[src/rtl/gray_conv_pkg.sv]
// Shared types and constants for the bit-serial binary/Gray converter.
// Imported by the sequencing controller and by anything that drives it.
package gray_conv_pkg;

    localparam int CONV_WIDTH = 8;
    localparam int CONV_MSB   = CONV_WIDTH - 1;

    localparam logic MODE_B2G = 1'b0;
    localparam logic MODE_G2B = 1'b1;

    typedef enum logic [2:0] {
        IDLE  = 3'd0,
        MSB   = 3'd1,
        FETCH = 3'd2,
        WRITE = 3'd3,
        DONE  = 3'd4
    } state_t;

    // Operand-select bundle the datapath sees while a conversion is running.
    typedef struct packed {
        logic r1_bit_sel;
        logic use_r1_for_r3;
        logic use_r1_for_r4;
    } sel_t;

    // B2G xors neighbouring input bits; G2B xors the input bit with the
    // result bit just above it.
    function automatic sel_t mode_sel(input logic m);
        sel_t s;
        if (m == MODE_B2G) begin
            s = '{r1_bit_sel: 1'b1, use_r1_for_r3: 1'b1, use_r1_for_r4: 1'b1};
        end else begin
            s = '{r1_bit_sel: 1'b0, use_r1_for_r3: 1'b1, use_r1_for_r4: 1'b0};
        end
        return s;
    endfunction

endpackage

[src/rtl/gray_conv_ctrl.sv]
// Sequencing FSM for the bit-serial binary/Gray converter: walks one byte
// MSB-first, driving register loads, operand selects and the bit index.
module gray_conv_ctrl
    import gray_conv_pkg::*;
#(
    parameter int WIDTH = CONV_WIDTH,
    parameter int IDX_W = 3
) (
    input  logic             clk,
    input  logic             rst,
    input  logic             start,
    input  logic             mode,
    input  logic             abort,
    output logic             busy,
    output logic             done,
    output logic             result_valid,
    output logic             R1_in,
    output logic             R2_in,
    output logic             R3_in,
    output logic             R4_in,
    output logic [IDX_W-1:0] bit_index,
    output logic             R1_bit_sel,
    output logic             load_R2_bit,
    output logic             use_R1_for_R3,
    output logic             use_R1_for_R4
);

    state_t           state, state_next;
    logic [IDX_W-1:0] idx, idx_next;
    logic             mode_q, mode_next;
    logic             result_valid_q, result_valid_next;
    sel_t             sel;

    // NOTE: sequential state uses non-blocking assignments so every register
    // samples the pre-edge values computed by the combinational block.
    always_ff @(posedge clk or posedge rst) begin
        if (rst) begin
            state          <= IDLE;
            idx            <= '0;
            mode_q         <= MODE_B2G;
            result_valid_q <= 1'b0;
        end else begin
            state          <= state_next;
            idx            <= idx_next;
            mode_q         <= mode_next;
            result_valid_q <= result_valid_next;
        end
    end

    always_comb begin
        // NOTE: every output and next-state value gets a default first, so no
        // path through the case statement can infer a latch.
        state_next        = state;
        idx_next          = idx;
        mode_next         = mode_q;
        result_valid_next = result_valid_q;
        busy              = 1'b0;
        done              = 1'b0;
        R1_in             = 1'b0;
        R3_in             = 1'b0;
        R4_in             = 1'b0;
        bit_index         = '0;
        load_R2_bit       = 1'b0;
        sel               = '0;

        case (state)
            IDLE: begin
                // Mealy load: data_in is captured on the edge that accepts start.
                R1_in = start;
                if (start) begin
                    state_next        = MSB;
                    mode_next         = mode;
                    idx_next          = IDX_W'(WIDTH - 2);
                    result_valid_next = 1'b0;
                end
            end
            MSB: begin
                busy        = 1'b1;
                bit_index   = IDX_W'(WIDTH - 1);
                load_R2_bit = 1'b1;
                sel         = mode_sel(mode_q);
                state_next  = FETCH;
            end
            FETCH: begin
                busy       = 1'b1;
                bit_index  = idx;
                R3_in      = 1'b1;
                R4_in      = 1'b1;
                sel        = mode_sel(mode_q);
                state_next = WRITE;
            end
            WRITE: begin
                busy        = 1'b1;
                bit_index   = idx;
                load_R2_bit = 1'b1;
                sel         = mode_sel(mode_q);
                // Bit 0 is the last one written; idx is left alone so it never wraps.
                if (idx == '0) begin
                    state_next = DONE;
                end else begin
                    idx_next   = idx - IDX_W'(1);
                    state_next = FETCH;
                end
            end
            DONE: begin
                done              = 1'b1;
                result_valid_next = 1'b1;
                state_next        = IDLE;
            end
            default: begin
                state_next = IDLE;
            end
        endcase

        // A cancelled conversion never publishes a result.
        if (abort && (state != IDLE)) begin
            state_next        = IDLE;
            idx_next          = idx;
            result_valid_next = result_valid_q;
        end
    end

    assign result_valid  = result_valid_q;
    assign R2_in         = 1'b0;
    assign R1_bit_sel    = sel.r1_bit_sel;
    assign use_R1_for_R3 = sel.use_r1_for_r3;
    assign use_R1_for_R4 = sel.use_r1_for_r4;

endmodule

[config.mk]
export PLATFORM = sky130hd
export DESIGN_NAME = gray_conv_ctrl
export DESIGN_NICKNAME = d
export VERILOG_FILES = /design/src/rtl/gray_conv_pkg.sv /design/src/rtl/gray_conv_ctrl.sv
export SDC_FILE = /design/constraint.sdc
export NUM_CORES = 1
export LEC_CHECK = 0
export ABC_AREA = 1
export ABC_CLOCK_PERIOD_IN_PS = 1600
export BUFFER_PORTS_ARGS = -buffer_cell sky130_fd_sc_hd__buf_2
export CAP_MARGIN = 5
export CELL_PAD_IN_SITES_DETAIL_PLACEMENT = 0
export CELL_PAD_IN_SITES_GLOBAL_PLACEMENT = 1
export CORE_MARGIN = 1
export CORE_UTILIZATION = 32
export DETAILED_ROUTE_END_ITERATION = 7
export GPL_TIMING_DRIVEN = 1
export PLACE_DENSITY_LB_ADDON = 0.1
export SYNTH_ARGS = -nofsm -noshare
export SYNTH_HDL_FRONTEND = slang
export SYNTH_SLANG_ARGS = --single-unit
[constraint.sdc]
create_clock -name clk -period 1.6 [get_ports clk]
set_input_delay 0.08 -clock clk [delete_from_list [all_inputs] [get_ports clk]]
set_output_delay 0.08 -clock clk [all_outputs]
set_load 0.01 [all_outputs]
==> flow_metrics.tcl, run 1 <==
set metrics [dict create \
    final_hold_viol_count 0 \
    synthesis.area_per_instance_um2 7.17 \
    cts_buffer_depth 2 \
    comb_power_share 0.599 \
    intPower_uw 705 \
    hp-class "in -> reg" \
    vias_per_cell 4.59 \
    io_pins 19 \
    die-height_um 43.0 \
    clk_latency_ns 0.26 \
    finClkSkew_ns 0.00324 \
    cts_setup_buffers 0 \
    path_delay_family "flip-flops" \
    cp.required_ns 1.52 \
    vias 496 \
    gp_congestion 0.770 \
    synth.cell_area_um2 538 \
    finalCriticalPeriod_ns 1.46 \
    first_pass_iters 4 \
    p_per_area_mw_per_mm2 2140 \
    outcome "finished, final reports clean" \
    p_clk_frac 0.118 \
    r2r_setup_slack_ns 0.34 \
    vdd_ir_drop_max_v 0.000686 \
    crit_path_frequent_cell "nor2_2" \
    cts_tree "built" \
    core-area_mm2 0.00154 \
    routed-wl-met2_um 448 \
    portBuffers 17 \
    maxCapViolCount 0 \
    ys_warn_count 0 \
    endpoint_kind "output pin" \
    fin_setup_tns_ns 0 \
    start_kind "flip-flop" \
    drive_gt1_frac 0.359 \
    dieArea_mm2 0.00185 \
    grt_max_degree 9 \
    setup_viol_count_final 0 \
    die-width_um 43.0 \
    timing.final.crit_share 0.910 \
    path_class "reg -> out" \
    synth_seq_cells 8 \
    postRouteAntennaNets 0 \
    first_global_vias 432 \
    overflow 0 \
    hpwl_um 864 \
    p_leak_nw 0.386 \
    rsz0062_at_grt "no" \
    area_growth_pct 20.9 \
    cp_max_fo 7 \
    grt_pass1_wl_mm 1.89 \
    hp-start "mode" \
    antenna_found_initial 0 \
    root_buffer "clkbuf_4" \
    synth_cell_type_count 18 \
    numCtsBuffers 3 \
    highest_layer "met4" \
    worstPathArrival_ns 1.38 \
    drv_slew 0 \
    wl_met3_um 67 \
    synth_cells 75 \
    drt_first_iter_violations 11 \
    pwr-share-seq 0.283 \
    wl_mm 1.13 \
    max_freq_mhz 687 \
    htreeDepth 1 \
    critical_path.slowest_cell "dfrtp_2" \
    crit_path_cell_trace "nor2_2, nor2_2, inv_1, a21oi_1, buf_2" \
    hold_end "mode_q" \
    initial_core_util 0.349 \
    r2r-end "idx[1]" \
    rows 14 \
    ys_seq_area_frac 0.372 \
    remaining_drc_errors 0 \
    num_antenna_cells 0 \
    p_switching_uw 691 \
    crit_buf_inv 2 \
    m1WireLength_um 575 \
    regToRegStartpoint "state[2]" \
    synthesis.nets 82 \
    clkSlewWorstSetupHoldPaths_ns 0.05 \
    cp_slowest_stage_delay_ns 0.46 \
    hold_depth 3 \
    ff2ff_path_depth 6 \
    wire_per_inst_um 10.4 \
    layout.nets 101 \
    switching_share 0.495 \
    grt_use_total 0.141 \
    power_mw 1.40 \
    cts.sinks 8 \
]
cells in the mapped netlist:
cell / number / area (um^2)
a21oi_1: 3 / 15.0
buf_4: 4 / 30.0
conb_1: 1 / 3.75
dfrtp_1: 8 / 200
ha_1: 2 / 25.0
inv_1: 13 / 48.8
inv_2: 2 / 7.51
nand2_1: 13 / 48.8
nand2_2: 4 / 25.0
nand3_1: 7 / 35.0
nand3_2: 1 / 10.0
nor2_1: 9 / 33.8
nor2_2: 1 / 6.26
nor2_4: 1 / 11.3
nor3_1: 2 / 10.0
o21ai_0: 2 / 10.0
o21ai_2: 1 / 8.76
xnor2_1: 1 / 8.76
sequential cells by signal (all words and copies together), names as in the netlist:
signal and count:
state 3, result_valid 1, idx 3, mode_q 1
worst register-to-register path, delay by kind of cell (launching register included):
kind | cells | cell delay, ns
compound gates | 1 | 0.21
buf+inv | 1 | 0.15
flops | 1 | 0.46
simple gates | 4 | 0.34
metal layers:
| layer | vias to the layer above | GRT usage |
|---|---|---|
| li1 | 257 | - |
| met1 | 214 | 0.184 |
| met2 | 20 | 0.200 |
| met3 | 5 | 0.0426 |
| met4 | 0 | 0.0909 |
| met5 | - | 0 |
stage by stage:
step	std cells	setup WS [ns]	utilization	instance area [um^2]	hold WS [ns]
finish	108	0.145	0.422	651	0.0108
global route	108	0.0210	0.422	651	0.0435
CTS	108	0.0512	0.419	646	0.0142
detailed placement	104	0.335	0.398	613	0.0522
global placement	104	0.348	0.398	613	0.0545
floorplan	75	0.239	-	538	-0.104
cells by family (layout without fill, tap and decap cells):
kind of cell    Yosys count  after routing  synth area share
buf+inv                  19             36             0.160
flops                     8              8             0.372
fa+ha+maj                 2              2            0.0465
xor+xnor                  1              1            0.0163
simple gates             38             38             0.335
compound gates            6              6            0.0628
other cells               1              1           0.00697
worst max-delay path by stage:
stage              from       endpoint  slack (ns)  cells past startpoint
6_report       state[0]   bit_index[0]        0.14                      5
5_1_grt        state[0]          R1_in        0.02                      4
4_1_cts        state[0]   bit_index[0]        0.05                      5
3_5_place_dp   state[0]   bit_index[0]        0.33                      5
3_3_place_gp   state[0]         idx[2]        0.35                      6
2_1_floorplan  state[0]  use_R1_for_R4        0.24                      5
repair_timing:
item,in CTS,in global routing
resized for setup,0,3
setup endpoints to repair,0,5
hold buffers,1,0
endpoints found under the hold margin,8,0
placed cells by master (no fill, tap or decap), drive strengths merged:
| cell type | n |
|---|---|
| nor3 | 2 |
| nand3 | 8 |
| nand2 | 17 |
| dlygate4sd3 | 1 |
| clkbuf | 3 |
| ha | 2 |
| o21ai | 3 |
| dfrtp | 8 |
| a21oi | 3 |
| nor2 | 11 |
| conb | 1 |
| inv | 15 |
| buf | 17 |
| xnor2 | 1 |
power by group through the flow:
stage,combinational [mW],sequential [mW],clock [mW]
6_report,0.835,0.395,0.165
4_1_cts,0.839,0.387,0.162
2_1_floorplan,0.647,0.365,0
3_5_place_dp,0.828,0.391,0
3_3_place_gp,0.837,0.395,0
5_1_grt,0.953,0.410,0.173
cell type report:
| type | count | area (um^2) |
|---|---|---|
| clock buffers | 3 | 22.5 |
| fillers | 169 | 891 |
| inverters | 15 | 56.3 |
| multi-input cells | 48 | 254 |
| flip-flops and latches | 8 | 203 |
| well taps | 16 | 20.0 |
| repair buffers | 18 | 95.1 |
Power figures use the tool's default switching activity.
==> inputs of run 2 (changes only) <==
GPL_TIMING_DRIVEN = 0   (was 1)
==> flow_metrics.tcl, run 2 (synthesis gave the netlist of run 1 again) <==
set metrics [dict create \
    outcome "finished, final reports clean" \
    ff2ff_path_depth 6 \
    clkSlewWorstSetupHoldPaths_ns 0.06 \
    drive_gt1_frac 0.385 \
    remaining_drc_errors 0 \
    wire_per_inst_um 9.47 \
    path_class "reg -> out" \
    numCtsBuffers 3 \
    vdd_ir_drop_max_v 0.000826 \
    rsz0062_at_grt "no" \
    critical_path.slowest_cell "dfrtp_2" \
    first_global_vias 426 \
    r2r-end "idx[0]" \
    area_growth_pct 27.4 \
    cp_max_fo 7 \
    mostFrequentLayoutCell "buf_2" \
    cts.sinks 8 \
    start_kind "flip-flop" \
    gp_congestion 0.752 \
    grt_use_total 0.138 \
    p_leak_nw 0.407 \
    postRouteAntennaNets 0 \
    endpoint_kind "output pin" \
    clk_latency_ns 0.25 \
    htreeDepth 1 \
    drv_slew 0 \
    core-area_mm2 0.00154 \
    cts_setup_buffers 0 \
    dp_slack_ns 0.254 \
    vias_per_cell 4.41 \
    hold_depth 3 \
    cts_buffer_depth 2 \
    r2r_setup_slack_ns 0.33 \
    die-height_um 43.0 \
    wl_mm 1.06 \
    hold_end "mode_q" \
    setup_viol_count_final 0 \
    fin_setup_tns_ns 0 \
    worstPathArrival_ns 1.40 \
    rows 14 \
    cp.required_ns 1.52 \
    num_antenna_cells 0 \
    first_pass_iters 4 \
    timing.final.crit_share 0.925 \
    io_pins 19 \
    fin_ws_ns 0.120 \
    final_hold_viol_count 0 \
    initial_core_util 0.349 \
    layout.nets 105 \
    cts_tree "built" \
    grt_max_degree 9 \
    finClkSkew_ns 0.000536 \
    overflow 0 \
    top_regs "idx (3), state (3)" \
    drt_first_iter_violations 9 \
    regToRegStartpoint "state[2]" \
    portBuffers 17 \
    hp-start "mode" \
    final_cell_mix "17 x buf_2, 13 x inv_1, 13 x nand2_1, 8 x nor2_1, 7 x nand3_1" \
    finalCriticalPeriod_ns 1.48 \
    maxCapViolCount 0 \
    hpwl_um 829 \
    cp_slowest_stage_delay_ns 0.46 \
    grt_pass1_wl_mm 1.87 \
    antenna_found_initial 0 \
    root_buffer "clkbuf_4" \
    hp-class "in -> reg" \
    crit_path_cell_trace "nor2_4, nor2_2, inv_1, nor2_1, buf_4, buf_2" \
    die-width_um 43.0 \
    vias 494 \
    max_freq_mhz 676 \
    p_per_area_mw_per_mm2 2120 \
    dieArea_mm2 0.00185 \
]
==> run 2: cell count changes in the layout (fill, tap and decap cells not counted), sizes merged <==
cell  change
buf       +4
==> run 2: power by group <==
part           internal, mW  total (mW)  switching, mW
Sequential            0.291       0.398          0.107
Clock                0.0860       0.157         0.0713
Combinational         0.389       0.898          0.508
Total                 0.766        1.45          0.687
==> run 2: worst max path at each step <==
| stage | start | to | slack, ns | depth (start not counted) |
|---|---|---|---|---|
| 2_1_floorplan | state[0] | use_R1_for_R4 | 0.24 | 5 |
| 3_3_place_gp | state[0] | use_R1_for_R4 | 0.26 | 6 |
| 3_5_place_dp | state[0] | use_R1_for_R4 | 0.25 | 6 |
| 4_1_cts | state[0] | use_R1_for_R4 | 0.01 | 6 |
| 5_1_grt | state[0] | use_R1_for_R4 | 0.01 | 6 |
| 6_report | state[0] | use_R1_for_R4 | 0.12 | 6 |
==> run 2: area by class of cell <==
| type | instances | area, um^2 |
|---|---|---|
| plain buffers | 4 | 30.0 |
| fillers | 171 | 856 |
| repair buffers | 18 | 95.1 |
| multi-input cells | 48 | 259 |
| inverters | 15 | 56.3 |
| flip-flops and latches | 8 | 203 |
| well taps | 16 | 20.0 |
| clock buffers | 3 | 22.5 |
==> run 2: what timing repair did <==
action	in CTS	in global routing
gates resized for setup	2	2
hold buffers	1	0
endpoints found under the setup margin	1	1
hold endpoints to repair	8	0
pin swaps	0	0
==> run 2: critical path: cells and delay by family, from the launching register on <==
kind	cells	cell delay (ns)
buf+inv	3	0.36
flops	1	0.46
simple gates	3	0.32
==> run 2: routing by layer <==
metal  GRT usage  vias to the layer above  part of all wire
li1            -                      271                 -
met1       0.201                      202              0.49
met2       0.182                       21              0.44
met3      0.0255                        0             0.070
met4      0.0909                        0                 0
met5           0                        -                 0
==> run 2: through the flow <==
step,utilization,hold slack [ns],instances,power [mW],instance area [um^2]
floorplan,-,-0.104,75,1.01,538
global placement,0.417,0.0498,108,1.28,643
detailed placement,0.417,0.0464,108,1.28,643
CTS,0.440,0.0164,112,1.46,678
global route,0.445,0.0447,112,1.62,686
finish,0.445,0.0184,112,1.45,686
==> inputs of run 3 (changes only) <==
ABC_CLOCK_PERIOD_IN_PS = 1750   (was 1600)
CORE_UTILIZATION = 34   (was 32)
clock period = 1.75 ns   (was 1.6 ns; I/O delays follow)
==> flow_metrics.tcl, run 3 (synthesis gave the netlist of run 1 again) <==
set metrics [dict create \
    core-area_mm2 0.00138 \
    overflow 0 \
    htreeDepth 1 \
    drt_first_iter_violations 7 \
    grt_max_degree 9 \
    hpwl_um 819 \
    drive_gt1_frac 0.375 \
    rsz0062_at_grt "no" \
    power_mw 1.31 \
    portBuffers 17 \
    switching_share 0.471 \
    dieArea_mm2 0.00175 \
    io_pins 19 \
    maxCapViolCount 0 \
    r2r_setup_slack_ns 0.49 \
    clk_latency_ns 0.25 \
    timing.final.crit_share 0.904 \
    endpoint_kind "output pin" \
    grt_use_total 0.129 \
    finClkSkew_ns 0.00190 \
    seqCellArea_um2 203 \
    cts_setup_buffers 0 \
    worstPathArrival_ns 1.49 \
    ff2ff_path_depth 6 \
    hold_depth 3 \
    rows 13 \
    first_pass_iters 4 \
    crit_path_frequent_cell "nor2_1" \
    die-height_um 41.8 \
    critical_path.slowest_cell "dfrtp_2" \
    die-width_um 41.8 \
    pwr-share-seq 0.272 \
    p_switching_uw 617 \
    layout.nets 105 \
    path_class "reg -> out" \
    multiInputGateArea_um2 251 \
    drv_slew 0 \
    initial_core_util 0.389 \
    area_growth_pct 25.8 \
    numCtsBuffers 3 \
    top_regs "idx (3), state (3)" \
    wl_mm 1.05 \
    cts_buffer_depth 2 \
    comb_power_share 0.624 \
    gp_congestion 0.796 \
    crit_path_cell_trace "nor2_2, nor2_1, inv_1, nor2_1, buf_4, buf_2" \
    vias 502 \
    wire_per_inst_um 9.49 \
    final_cell_mix "17 x buf_2, 13 x inv_1, 13 x nand2_1, 9 x nor2_1, 7 x nand3_1" \
    vias_per_cell 4.52 \
    p_leak_nw 0.406 \
    fin_ws_ns 0.168 \
    finalCriticalPeriod_ns 1.58 \
    cp_max_fo 7 \
    hp-class "in -> reg" \
    start_kind "flip-flop" \
    final_hold_viol_count 0 \
    grt_pass1_wl_mm 1.70 \
    root_buffer "clkbuf_4" \
    remaining_drc_errors 0 \
    fillers 152 \
    outcome "finished, final reports clean" \
    cp.required_ns 1.66 \
    max_freq_mhz 632 \
    timing.hold.ws_ns 0.0407 \
    clkSlewWorstSetupHoldPaths_ns 0.05 \
    postRouteAntennaNets 0 \
    intPower_uw 692 \
    dp_slack_ns 0.385 \
    setup_viol_count_final 0 \
    vdd_ir_drop_max_v 0.000701 \
    p_per_area_mw_per_mm2 1930 \
    antenna_found_initial 0 \
    first_global_vias 396 \
    num_antenna_cells 0 \
    cts_tree "built" \
    mostFrequentLayoutCell "buf_2" \
    cp_slowest_stage_delay_ns 0.45 \
    cts.sinks 8 \
    fin_setup_tns_ns 0 \
    p_clk_frac 0.105 \
]
-- run 3: cell counts in the layout (fill, tap and decap cells not counted) --
Identical to the previous run, type by type.
-- run 3: worst paths after layout --
path / start / endpoint
worst max-delay path: state[0] / use_R1_for_R4
worst min-delay path: mode / mode_q
worst max register to register: state[2] / idx[0]
worst min register to register: idx[1] / idx[1]
max in group asynchronous: rst / state[1]
min in group asynchronous: rst / idx[1]
-- run 3: area by class of cell --
| type | count | area share |
|---|---|---|
| Multi-Input combinational cell | 48 | 0.372 |
| Sequential cell | 8 | 0.299 |
| Timing Repair Buffer | 18 | 0.140 |
| Inverter | 15 | 0.0832 |
| Buffer | 4 | 0.0444 |
| Clock buffer | 3 | 0.0333 |
| Tap cell | 15 | 0.0277 |
-- run 3: per-stage QoR --
step / area (um^2) / util / cells
4_1_cts: 674 / 0.488 / 111
6_report: 677 / 0.490 / 111
5_1_grt: 677 / 0.490 / 111
2_1_floorplan: 538 / - / 75
3_5_place_dp: 642 / 0.464 / 107
3_3_place_gp: 642 / 0.464 / 107
-- run 3: what timing repair did --
| item | in CTS | in global routing |
|---|---|---|
| endpoints found under the hold margin | 8 | 0 |
| setup endpoints to repair | 0 | 1 |
| resized for setup | 0 | 2 |
| hold buffers | 1 | 0 |
-- run 3: power groups by stage --
stage | combinational, mW | sequential [mW] | clock (mW)
2_1_floorplan | 0.591 | 0.333 | 0
3_3_place_gp | 0.815 | 0.353 | 0
3_5_place_dp | 0.812 | 0.353 | 0
4_1_cts | 0.823 | 0.350 | 0.143
5_1_grt | 0.916 | 0.372 | 0.155
6_report | 0.816 | 0.356 | 0.137
-- run 3: worst max-delay path: cells and delay by family (launching register included) --
family,cells,cell delay [ns]
buf+inv,3,0.38
simple gates,3,0.41
flops,1,0.45
-- run 3: layer usage --
metal | vias to the layer above | GRT usage | share of wire
li1 | 267 | - | -
met1 | 217 | 0.173 | 0.50
met2 | 16 | 0.197 | 0.43
met3 | 2 | 0.0261 | 0.061
met4 | 0 | 0.0581 | 0.0076
met5 | - | 0 | 0
